## config.mk

```make
export PLATFORM = sky130hd
export DESIGN_NAME = mem_stage
export DESIGN_NICKNAME = d
export VERILOG_FILES = /design/src/rtl/mem_pkg.sv /design/src/rtl/data_ram.sv /design/src/rtl/mem_stage.sv
export SDC_FILE = /design/constraint.sdc
export NUM_CORES = 2
export LEC_CHECK = 0
export BUFFER_PORTS_ARGS = -buffer_cell sky130_fd_sc_hd__clkbuf_2
export CORE_UTILIZATION = 53
export CTS_CLUSTER_DIAMETER = 100
export DETAILED_ROUTE_END_ITERATION = 12
export PLACE_DENSITY = 0.82
export SETUP_SLACK_MARGIN = 0.2
export SLEW_MARGIN = 20
export SYNTH_ARGS = -nofsm -noshare
export SYNTH_HDL_FRONTEND = slang
export SYNTH_HIERARCHICAL = 1
export SYNTH_SLANG_ARGS = --single-unit
```

## constraint.sdc

```tcl
create_clock -name clock -period 3.3 [get_ports clock]
set_input_delay 0.66 -clock clock [delete_from_list [all_inputs] [get_ports clock]]
set_output_delay 0.66 -clock clock [all_outputs]
set_load 0.01 [all_outputs]
```

## src/rtl/mem_pkg.sv

```systemverilog
// Shared definitions for the memory-access stage and the hazard unit:
// datapath constants, the squash-state encoding and branch resolution.
package mem_pkg;

  localparam int DATA_W = 16;
  localparam int ADDR_W = 8;
  localparam int RD_W   = 2;

  // States of the wrong-path squash machine (MEM_BRANCH_FLUSH_EN builds).
  typedef enum logic {
    IDLE   = 1'b0,
    SQUASH = 1'b1
  } squash_state_e;

  // An unconditional jump always takes. A conditional jump takes on zero
  // when neq is clear (jump-if-equal) and on nonzero when neq is set.
  function automatic logic branch_taken(input logic j, input logic jc,
                                        input logic neq, input logic zero);
    return j | (jc & (zero ^ neq));
  endfunction

endpackage

```

## src/rtl/data_ram.sv

```systemverilog
// Single-port synchronous data RAM with read-before-write behaviour.
// The storage lives here only, so a vendor macro can replace this file.
// Contents are deliberately not reset.
module data_ram #(
  parameter int DATA_W = 16,
  parameter int ADDR_W = 8
) (
  input  logic              clk_i,
  input  logic              we_i,
  input  logic [ADDR_W-1:0] addr_i,
  input  logic [DATA_W-1:0] wdata_i,
  output logic [DATA_W-1:0] rdata_o
);

  logic [DATA_W-1:0] mem_q [2**ADDR_W];
  logic [DATA_W-1:0] rdata_q;

  // Write on enable; the read captures the pre-write content of the same word.
  always_ff @(posedge clk_i) begin
    if (we_i) begin
      mem_q[addr_i] <= wdata_i;
    end
    rdata_q <= mem_q[addr_i];
  end

  assign rdata_o = rdata_q;

endmodule

```

## src/rtl/mem_stage.sv

```systemverilog
// MEM stage of the 16-bit accumulator pipeline: data-memory access, branch
// resolution and the MEM/WB register.
// Optional feature macro: MEM_BRANCH_FLUSH_EN adds the wrong-path squash
// machine, the flush output and a debug view of the squash state.
module mem_stage #(
  parameter int DATA_W       = 16,
  parameter int ADDR_W       = 8,
  parameter int FLUSH_CYCLES = 2
) (
  input  logic                     clock,
  input  logic                     reset,
  input  logic                     WRMem,
  input  logic                     WMMem,
  input  logic                     RMMem,
  input  logic                     NEQMem,
  input  logic                     JMem,
  input  logic                     JCMem,
  input  logic                     zeroIn,
  input  logic [DATA_W-1:0]        acOutValue,
  input  logic [DATA_W-1:0]        rs,
  input  logic [DATA_W-1:0]        ulaJumpOut,
  input  logic [mem_pkg::RD_W-1:0] rdIn,
  output logic [DATA_W-1:0]        wbData,
  output logic [mem_pkg::RD_W-1:0] wbRd,
  output logic                     wbWR,
  output logic [DATA_W-1:0]        dataMem,
  output logic                     pcSrc,
  output logic [DATA_W-1:0]        pcTarget
`ifdef MEM_BRANCH_FLUSH_EN
  ,
  output logic                     flush,
  output logic                     dbg_state_o
`endif
);

  import mem_pkg::*;

  logic                squash;
  logic                wm_eff, wr_eff, j_eff, jc_eff, taken;
  logic [DATA_W-1:0]   ram_rdata;

  logic [DATA_W-1:0]   ac_q;
  logic                load_q;
  logic [RD_W-1:0]     rd_q;
  logic                wr_q;
  logic                pc_src_q;
  logic [DATA_W-1:0]   pc_target_q;

  // Upper address bits are intentionally ignored: addresses wrap.
  logic unused_rs_hi;
  assign unused_rs_hi = ^rs[DATA_W-1:ADDR_W];

`ifdef MEM_BRANCH_FLUSH_EN
  localparam int CNT_W = $clog2(FLUSH_CYCLES + 1);

  squash_state_e     state_q, state_d;
  logic [CNT_W-1:0]  cnt_q, cnt_d;

  // Squash state and window counter; reset also cancels an open window.
  always_ff @(posedge clock) begin
    if (reset) begin
      state_q <= IDLE;
      cnt_q   <= '0;
    end else begin
      state_q <= state_d;
      cnt_q   <= cnt_d;
    end
  end

  // Open the window on a taken branch; count it down and ignore branches inside.
  always_comb begin
    state_d = state_q;
    cnt_d   = cnt_q;
    case (state_q)
      IDLE: begin
        if (taken) begin
          state_d = SQUASH;
          cnt_d   = CNT_W'(FLUSH_CYCLES);
        end
      end
      SQUASH: begin
        cnt_d = cnt_q - CNT_W'(1);
        if (cnt_q <= CNT_W'(1)) begin
          state_d = IDLE;
          cnt_d   = '0;
        end
      end
      default: begin
        state_d = IDLE;
        cnt_d   = '0;
      end
    endcase
  end

  assign squash      = (state_q == SQUASH);
  assign flush       = squash;
  assign dbg_state_o = state_q;
`else
  // Without the squash machine every instruction commits; the delay slots
  // after a branch are the compiler's responsibility.
  localparam int unused_flush_cycles = FLUSH_CYCLES;
  assign squash = 1'b0;
`endif

  // Squashed instructions become bubbles: no store, no register write, no branch.
  assign wm_eff = WMMem & ~squash;
  assign wr_eff = WRMem & ~squash;
  assign j_eff  = JMem  & ~squash;
  assign jc_eff = JCMem & ~squash;
  assign taken  = branch_taken(j_eff, jc_eff, NEQMem, zeroIn);

  data_ram #(
    .DATA_W (DATA_W),
    .ADDR_W (ADDR_W)
  ) u_data_ram (
    .clk_i   (clock),
    .we_i    (wm_eff),
    .addr_i  (rs[ADDR_W-1:0]),
    .wdata_i (acOutValue),
    .rdata_o (ram_rdata)
  );

  // MEM/WB pipeline register and the one-cycle PC redirect.
  always_ff @(posedge clock) begin
    if (reset) begin
      ac_q        <= '0;
      load_q      <= 1'b0;
      rd_q        <= '0;
      wr_q        <= 1'b0;
      pc_src_q    <= 1'b0;
      pc_target_q <= '0;
    end else begin
      ac_q     <= acOutValue;
      load_q   <= RMMem;
      rd_q     <= rdIn;
      wr_q     <= wr_eff;
      pc_src_q <= taken;
      if (taken) begin
        pc_target_q <= ulaJumpOut;
      end
    end
  end

  assign wbData   = load_q ? ram_rdata : ac_q;
  assign dataMem  = wbData;
  assign wbRd     = rd_q;
  assign wbWR     = wr_q;
  assign pcSrc    = pc_src_q;
  assign pcTarget = pc_target_q;

endmodule

```

==> metrics.cfg <==
[placement]
gp_congestion=0.8990
io_buffers=102
dp_hpwl_mm=246.3
dp_slack_ps=-461.4
place_area_um2=171300

[route]
wl_per_cell_um=37.73
drc=0
drt_iter0_drc=14980
firstDrtPassIters=8
num_vias=84610
ant_nets=0
wl_mm=455.1
viasPerCell=7.014

[yosys]
postSynthAreaPerCell_um2=22.68
synth_area_leaders=edfxtp_1, mux4_2, a22oi_1
syn-num-nets=6996
yosys.area.top_type=edfxtp_1
ys_seq_area_share_pct=78.87
ys.warnings.count=6
synth_top_area_share_pct=78.19
syn_inst=6937
synthDistinctLibCells=31
synth_area_um2=157300
synth-seq-cells=4149

[final_layout]
design_area_um2=184200
multi_input_area_um2=31420
register_area_um2=124100
mostFrequentLayoutCell=edfxtp_1
layout_common_cells=edfxtp_1, mux4_2, a22oi_1, buf_4, clkbuf_16
post-route-util_pct=62.52
nets=7863
n_fill_cell=17530
area_growth_pct=17.07
drive_gt1_share_pct=31.89

[die]
die_y_um=546.8
initial_utilization_pct=53.40
core_um2=294600
io-pin-count=111
die_w_um=546.8
die_area_um2=299000
rows=199

[sta]
worst_pin_slew_ps=1086
worst_slack_ps=254.3
drv_slew=0
rsz0062_at_grt=no
fmaxAchievable_mhz=328.3
fin_crit_ps=3046
slew_headroom_pct=27.58
fin_skew_ps=90.82
setup_viol=0
final-hold-violation-count=0
fin_crit_sh_pct=92.29

[global_routing]
grt_pass1_wl_mm=641.5
grt_pass1_vias=85690
grt-ovfl-total=0
grt_max_degree=108
antenna_found_initial=25
grt_usage_pct=30.30

[worst_setup_path]
crit_required_ps=4090
crit_chain=buf_8, buf_12, buf_4, mux4_2, a22oi_1, a21oi_1, o41ai_1, buf_4, nand4_1
worst-path-buf-inv=4
cp_slowest_cell=o41ai_1
endpoint_kind=flop
cpPeakStageDelay_ps=800
cp_top_family=buffers and inverters
cp.arrival_ps=3840
startpoint_type=input port
crit_path_max_fanout=30
crit_top_cell=buf_4
crit_type=input port to flop

[cts]
cts_buffers=399
cts_resized=0
cts_tree=yes
path_clk_slew_ps=60
cts_setup_buffers=0
root_buffer=clkbuf_16
clockBufferDepth=4
insertion_delay_ps=950
cts_sinks=4149
htreeDepth=5

[power_and_ir_drop]
power.leakage_nw=57.72
p_per_area_nw_per_um2=593.7
total_power_w=0.1093
peakVddDrop_uv=470.1

[hold_path]
worstHoldPathType=input port to flop

[outcome]
status=finished, final reports clean

[job]
cap_violations=0

## power by group
group | internal (W) | switching [W] | total [W] | leakage (nW)
combinational | 0.00213 | 0.00372 | 0.00585 | 14.2
clock | 0.0253 | 0.0200 | 0.0454 | 6.23
sequential | 0.0580 | 0.0000913 | 0.0581 | 37.3
total | 0.0855 | 0.0238 | 0.109 | 57.7
## final timing paths
check	to	slack, ps	startpoint	cells after the start
min	wbRd[0]$_SDFF_PP0_	30	rdIn[0]	2
max	u_data_ram/rdata_o[8]$_DFF_P_	250	rs[1]	9
max reg2reg	u_data_ram/rdata_o[8]$_DFF_P_	420	u_data_ram/mem_q[120][8]$_DFFE_PP_	6
min reg2reg	pcTarget[3]$_SDFFE_PP0P_	620	pcTarget[3]$_SDFFE_PP0P_	3
## synthesized netlist by cell type, drive strengths merged
cell,count
edfxtp,4096
mux4,1024
a22oi,512
clkbuf,260
a21oi,257
nor2,233
buf,196
o41ai,64
nand2,60
dfxtp,53
nor3,30
nor2b,27
inv,17
mux2,16
nand4,16
o311ai,16
o32a,16
or4,16
nand3,13
nand2b,6
and2,3
or2,3
or3,1
xnor2,1
xor2,1
## final cells by class
| cell class | count | area share (%) |
|---|---|---|
| inverter | 17 | 0.03465 |
| multi-input combinational | 2315 | 17.06 |
| sequential | 4149 | 67.37 |
| clock buffer | 488 | 5.717 |
| clock inverter | 234 | 1.200 |
| timing repair buffer | 922 | 5.933 |
| antenna | 18 | 0.02446 |
| tap | 3919 | 2.663 |
## metrics by stage
stage | hold WS, ps | instances | setup TNS (ps)
2_1_floorplan | 609.1 | 6937 | -19120
3_3_place_gp | 596.8 | 11320 | -3485
6_report | 30.41 | 12060 | 0
3_5_place_dp | 606.6 | 11320 | -5859
5_1_grt | 30.90 | 12050 | 0
4_1_cts | 5.441 | 12040 | 0
## sequential cells by signal (all words and copies together), names as in the netlist
register            flops
wbRd                    2
pcTarget               16
ac_q                   16
wbWR                    1
u_data_ram/rdata_o     16
u_data_ram/mem_q     4096
pcSrc                   1
load_q                  1
## per-layer routing
layer  global-route usage, %  share of wire [%]  up-vias  wire [µm]
met4                   19.07                7.8       14      35580
met5                       0              0.018        -         82
met3                   7.502                 13     1746      60220
met2                   49.08                 48     8269     219900
li1                        -                  -    31520          -
met1                   36.77                 31    43060     139300
## repair_timing
item,in CTS,in global routing
setup endpoints to repair,0,0
hold endpoints to repair,3,0
hold buffers,3,0
## kinds of logic (layout without fill, tap and decap cells)
family / count (synthesis) / after routing / share of synthesized area (%)
other: 0 / 18 / 0
xor gates and xnor gates: 2 / 2 / 0.01114
AOI/OAI and AO/OA: 865 / 865 / 3.808
DFF: 4149 / 4149 / 78.87
muxes: 1040 / 1040 / 14.78
buffers and inverters: 473 / 1661 / 1.402
and+or+nand+nor: 408 / 408 / 1.135
No activity file was read; power rests on OpenSTA's default activity.
